--- config.mk ---
export PLATFORM = sky130hd
export DESIGN_NAME = branch_resolve_queue
export DESIGN_NICKNAME = d
export VERILOG_FILES = /design/src/rtl/branch_resolve_queue.sv
export SDC_FILE = /design/constraint.sdc
export NUM_CORES = 1
export LEC_CHECK = 0
export CAP_MARGIN = 10
export CORE_UTILIZATION = 44
export CTS_BUF_LIST = sky130_fd_sc_hd__clkbuf_4 sky130_fd_sc_hd__clkbuf_8
export DETAILED_ROUTE_END_ITERATION = 6
export PLACE_DENSITY = 0.71
export SETUP_SLACK_MARGIN = 0.15
export SYNTH_ARGS = -nofsm -noshare
export SYNTH_HDL_FRONTEND = slang
export SYNTH_SLANG_ARGS = --single-unit
--- constraint.sdc ---
create_clock -name clk -period 12.8 [get_ports clk]
set_input_delay 1.28 -clock clk [delete_from_list [all_inputs] [get_ports clk]]
set_output_delay 1.28 -clock clk [all_outputs]
set_load 0.02 [all_outputs]
--- src/rtl/branch_resolve_queue.sv ---
// In-order queue of in-flight control-flow instructions: allocate at dispatch,
// resolve by tag from the branch unit, retire in order and feed fetch's predictor/RAS.
module branch_resolve_queue #(
   parameter int unsigned DEPTH     = 8,
   parameter int unsigned TAG_W     = 3,
   parameter int unsigned RAS_PTR_W = 4
) (
   input  logic                 clk,
   input  logic                 reset,
   input  logic                 alloc_valid,
   input  logic [31:0]          alloc_pc,
   input  logic                 alloc_prediction,
   input  logic [31:0]          alloc_pred_target,
   input  logic                 alloc_jalr,
   input  logic [RAS_PTR_W-1:0] alloc_ras_ptr,
   output logic [TAG_W-1:0]     alloc_tag,
   output logic                 full,
   input  logic                 res_valid,
   input  logic [TAG_W-1:0]     res_tag,
   input  logic                 res_taken,
   input  logic [31:0]          res_target,
   input  logic                 commit_ready,
   output logic                 head_resolved,
   input  logic                 exc_flush,
   output logic                 update,
   output logic                 valid_in,
   output logic [31:0]          committed_pc,
   output logic [31:0]          pc_update,
   output logic                 mispredicted,
   output logic [RAS_PTR_W-1:0] flush_ptr
);

   localparam int unsigned CNT_W = TAG_W + 1;

   logic [TAG_W-1:0]     r_head;
   logic [TAG_W-1:0]     r_tail;
   logic [CNT_W-1:0]     r_count;
   logic [DEPTH-1:0]     r_valid;
   logic [DEPTH-1:0]     r_resolved;
   logic [DEPTH-1:0]     r_taken;
   logic [DEPTH-1:0]     r_pred;
   logic [DEPTH-1:0]     r_jalr;
   logic [31:0]          r_pc          [DEPTH];
   logic [31:0]          r_pred_target [DEPTH];
   logic [31:0]          r_target      [DEPTH];
   logic [RAS_PTR_W-1:0] r_ras_ptr     [DEPTH];

   logic                 r_update;
   logic                 r_valid_in;
   logic [31:0]          r_committed_pc;
   logic [31:0]          r_pc_update;
   logic                 r_mispredicted;
   logic [RAS_PTR_W-1:0] r_flush_ptr;

   logic        w_head_resolved;
   logic        w_full;
   logic        w_commit;
   logic        w_eff_taken;
   logic        w_mispredict;
   logic        w_flush;
   logic        w_alloc;
   logic        w_res;
   logic [31:0] w_h_target;
   logic [31:0] w_h_pred_target;
   logic [31:0] w_h_pc;

   assign w_h_target      = r_target[r_head];
   assign w_h_pred_target = r_pred_target[r_head];
   assign w_h_pc          = r_pc[r_head];

   assign w_full          = (r_count == CNT_W'(DEPTH));
   assign w_head_resolved = r_valid[r_head] & r_resolved[r_head];
   assign w_commit        = commit_ready & w_head_resolved;

   // jalr always redirects, so only its target can be wrong
   assign w_eff_taken  = r_taken[r_head] | r_jalr[r_head];
   assign w_mispredict = r_jalr[r_head] ? (w_h_target != w_h_pred_target)
                       : ((r_taken[r_head] != r_pred[r_head]) ||
                          (r_taken[r_head] && (w_h_target != w_h_pred_target)));

   assign w_flush = (w_commit & w_mispredict) | exc_flush;
   assign w_alloc = alloc_valid & ~w_full & ~w_flush;
   assign w_res   = res_valid & r_valid[res_tag] & ~w_flush;

   // Pointers, occupancy, status bits and registered commit outputs
   always_ff @(posedge clk or negedge reset) begin
      if (!reset) begin
         r_head         <= '0;
         r_tail         <= '0;
         r_count        <= '0;
         r_valid        <= '0;
         r_resolved     <= '0;
         r_update       <= 1'b0;
         r_valid_in     <= 1'b0;
         r_committed_pc <= '0;
         r_pc_update    <= '0;
         r_mispredicted <= 1'b0;
         r_flush_ptr    <= '0;
      end else begin
         if (w_flush) begin
            r_head     <= '0;
            r_tail     <= '0;
            r_count    <= '0;
            r_valid    <= '0;
            r_resolved <= '0;
         end else begin
            if (w_commit) begin
               r_valid[r_head] <= 1'b0;
               r_head          <= r_head + TAG_W'(1);
            end
            if (w_res) r_resolved[res_tag] <= 1'b1;
            if (w_alloc) begin
               r_valid[r_tail]    <= 1'b1;
               r_resolved[r_tail] <= 1'b0;
               r_tail             <= r_tail + TAG_W'(1);
            end
            r_count <= r_count + CNT_W'(w_alloc) - CNT_W'(w_commit);
         end

         r_valid_in     <= w_commit;
         r_mispredicted <= w_commit & w_mispredict;
         if (w_commit) begin
            r_update       <= w_eff_taken;
            r_committed_pc <= w_h_pc;
            r_pc_update    <= w_eff_taken ? w_h_target : w_h_pc + 32'd4;
            r_flush_ptr    <= r_ras_ptr[r_head];
         end
      end
   end

   // Entry payload storage; status bits above qualify it
   always_ff @(posedge clk) begin
      if (w_alloc) begin
         r_pc[r_tail]          <= alloc_pc;
         r_pred[r_tail]        <= alloc_prediction;
         r_pred_target[r_tail] <= alloc_pred_target;
         r_jalr[r_tail]        <= alloc_jalr;
         r_ras_ptr[r_tail]     <= alloc_ras_ptr;
      end
      if (w_res) begin
         r_taken[res_tag]  <= res_taken;
         r_target[res_tag] <= res_target;
      end
   end

   assign alloc_tag     = r_tail;
   assign full          = w_full;
   assign head_resolved = w_head_resolved;
   assign update        = r_update;
   assign valid_in      = r_valid_in;
   assign committed_pc  = r_committed_pc;
   assign pc_update     = r_pc_update;
   assign mispredicted  = r_mispredicted;
   assign flush_ptr     = r_flush_ptr;

endmodule

==> results.toml <==
[synthesis]
synth_compound_area_share_pct = 6.22
synth_fa_ha_area_share_pct = 0.322
syn_inst = 2185
synthXorXnorAreaFrac_pct = 2.02
async_flop_share_pct = 10.5
ys_seq_area_share_pct = 72.9
synth_edf_count = 824
synth_simple_gate_area_share_pct = 6.24
ys.flop_type = "edfxtp_1"
syn_area_sq_um = 37300
syn_nets = 2306
synth-seq-cells = 921
yosys_warnings = 0
muxShareOfSynthArea_pct = 10.5
synth_top_family_by_area = "multiplexers"
synth_cell_types = 75
avgSynthCellArea_sq_um = 17.1

[floorplan]
die_h_um = 293
pin_count = 188
initial_core_util_pct = 44.5
rows = 106
die_area_sq_um = 85900
die_w_um = 293
core-area_sq_um = 83800

[clock_tree]
clockBufferDepth = 3
root_buffer = "clkbuf_8"
post_cts_buffers = 0
cts-htree-levels = 4
tritoncts = "built"
cts_buffers = 145
insertion_delay_ps = 820
cts_hold_buffers = 0
clock_sinks = 921
post_cts_resize_count = 0
cts.clk_slew.worst_paths_ps = 60

[route]
num_vias = 22220
dr.pass1.iters = 7
drt-vias-per-instance = 6.03
routed_wl_um = 106000
drc = 4
drtIter0Drc = 2872
wl_per_cell_um = 28.8
drtAntennaViolNets = 0

[critical_path]
worst-r2r-cell-count = 11
crit_fanout = 99
worstSetupStartpoint = "r_head[1]$_DFFE_PN0P_"
r2r_start = "r_head[1]$_DFFE_PN0P_"
cp-end-kind = "register"
rrSetupSlack_ps = 6530
r2r_end = "r_pred_target[0][5]$_DFFE_PP_"
path_class = "register to register"
start_kind = "register"
cp.required_ps = 13210
worstPathArrival_ps = 6680
endpoint = "r_pred_target[0][5]$_DFFE_PP_"

[run_status]
violations = "DRC"
status = "finished, violations left"

[placement]
dp_hpwl_um = 65200
portBuffers = 187
place_congestion = 0.908
place_area_sq_um = 40400

[pwr]
switching_share_pct = 22.2
switchingPower_uw = 1370
power.internal_uw = 4810
comb_power_share_pct = 5.5
power_leakage_uw = 0.0143
p_clk_share_pct = 39.8
power.density_nw_per_um2 = 143
power_frac_seq_pct = 54.6
peakVddDrop_mv = 0.0964

[grt]
grtUsageTotal_pct = 24.6
grt_pass1_wl_um = 151000
use_met2_pct = 38.5
grt_use_met1_pct = 32.0
first_global_vias = 22195
antenna_found_initial = 12
gr-total-overflow = 0
grt_busiest_layer = "met2"
gr-usage-met3_pct = 7.34
grt_max_degree = 111

[timing]
fin_worst_skew_ps = 46.0
final.setup.tns_ps = 0
rsz0062_at_grt = "no"
fin_crit_sh_pct = 49.0
setup_violations = 0
period_needed_ps = 6270
timing.slew.headroom_pct = 11.4
slew_viol_final = 0
fmax_mhz = 159
tightest_slew_ps = 1330
final-hold-violation-count = 0

[hold_path]
min_path_type = "primary input to asynchronous set/reset pin"

[cells_and_area]
fill_cells = 6668
nets = 2559
stdcell_area_sq_um = 43400
area_growth_pct = 16.3
drive_above_1_share_pct = 19.7

[flow_run]
cap_violations = 0
-- worst min-delay path by stage --
stage / to / slack (ps) / depth (start not counted) / startpoint
after CTS: r_count[0]$_DFF_PN0_ / 350 / 1 / reset
after global routing: r_valid[3]$_DFF_PN0_ / 390 / 1 / reset
after global placement: committed_pc[18]$_DFFE_PN0P_ / 460 / 2 / committed_pc[18]$_DFFE_PN0P_
final: r_count[0]$_DFF_PN0_ / 380 / 1 / reset
after detailed placement: committed_pc[1]$_DFFE_PN0P_ / 470 / 2 / committed_pc[1]$_DFFE_PN0P_
after floorplan: flush_ptr[2]$_DFFE_PN0P_ / 520 / 2 / r_ras_ptr[2][2]$_DFFE_PP_
-- power by group through the flow --
| stage | registers, uW | clock network, uW | logic, uW |
|---|---|---|---|
| final | 3380 | 2460 | 343 |
| after floorplan | 3450 | 0 | 144 |
| after CTS | 3380 | 2500 | 340 |
| after global routing | 3380 | 2620 | 362 |
| after global placement | 3440 | 0 | 332 |
| after detailed placement | 3440 | 0 | 338 |
-- layout by cell type, fill, tap and decap left out, drive strengths merged, types with 36 or more instances in the layout --
cell / n
clkdlybuf4s50: 186
mux2: 55
a221oi: 48
clkbuf: 201
nor2: 83
xor2: 36
mux4: 107
a21oi: 53
dfrtp: 97
clkinv: 44
nand2: 133
xnor2: 50
edfxtp: 824
buf: 46
o21ai: 71
nor3: 44
mux2i: 90
-- critical path, cell delays in order, from the launching register on --
cell and delay (ps):
dfrtp_4 750, buf_12 520, inv_2 130, buf_4 400, a21oi_1 580, a211oi_1 240, a221oi_1 270, nand4_1 130
or4b_4 560, o211ai_4 560, and3_4 650, buf_4 800
-- sequential cells by signal, indices dropped and copies added, names as in the netlist, 3 cells and up --
signal,flops
r_count,4
r_taken,8
r_jalr,8
r_head,3
r_resolved,8
r_target,256
r_ras_ptr,32
r_pc,256
alloc_tag,3
pc_update,32
flush_ptr,4
committed_pc,32
r_pred_target,256
r_valid,8
r_pred,8
-- cell usage after synthesis, drive strengths merged (36+ instances only) --
master | number | area (sq um)
nor2 | 83 | 312
xor2 | 36 | 315
dfrtp | 97 | 2430
buf | 78 | 423
a21oi | 53 | 265
xnor2 | 50 | 438
mux2 | 55 | 623
o21ai | 71 | 355
a221oi | 48 | 420
nor3 | 44 | 220
mux2i | 90 | 901
mux4 | 107 | 2410
clkbuf | 48 | 180
nand2 | 133 | 499
edfxtp | 824 | 24700
-- stage by stage --
stage / utilization, % / setup slack, ps / total power [uW] / hold slack [ps] / std cells
after floorplan: - / 6080 / 3590 / 517 / 2185
after global placement: 48.2 / 6650 / 3770 / 460 / 3423
after detailed placement: 48.2 / 6650 / 3780 / 465 / 3423
after CTS: 51.7 / 6620 / 6220 / 355 / 3681
after global routing: 51.7 / 6330 / 6370 / 387 / 3684
final: 51.7 / 6530 / 6190 / 378 / 3687
-- cell families (layout without fill, tap and decap cells) --
logic type | after synthesis | in the layout
AO/OA/AOI/OAI | 323 | 323
XOR/XNOR | 86 | 86
adder cells (fa/ha/maj) | 9 | 9
buffers and inverters | 143 | 507
flip-flops | 921 | 921
multiplexers | 252 | 252
other | 0 | 4
AND/OR/NAND/NOR | 451 | 451
-- cell type report --
type	count	area (sq um)	area share, %
sequential	921	27200	62.7
multi-input combinational	1121	9550	22.0
clock buffer	201	2470	5.70
timing repair buffer	232	2260	5.21
tap	1134	1420	3.27
clock inverter	57	405	0.935
inverter	17	63.8	0.147
antenna	4	10.0	0.0231
-- routing by layer --
| layer | share of wire (%) | up-vias | wire [um] |
|---|---|---|---|
| met5 | 0.065 | - | 69 |
| met2 | 47 | 1402 | 49600 |
| met3 | 11 | 256 | 11700 |
| met4 | 4.0 | 12 | 4240 |
| li1 | - | 9262 | - |
| met1 | 38 | 11288 | 40400 |
(Power assumes the default switching activity.)
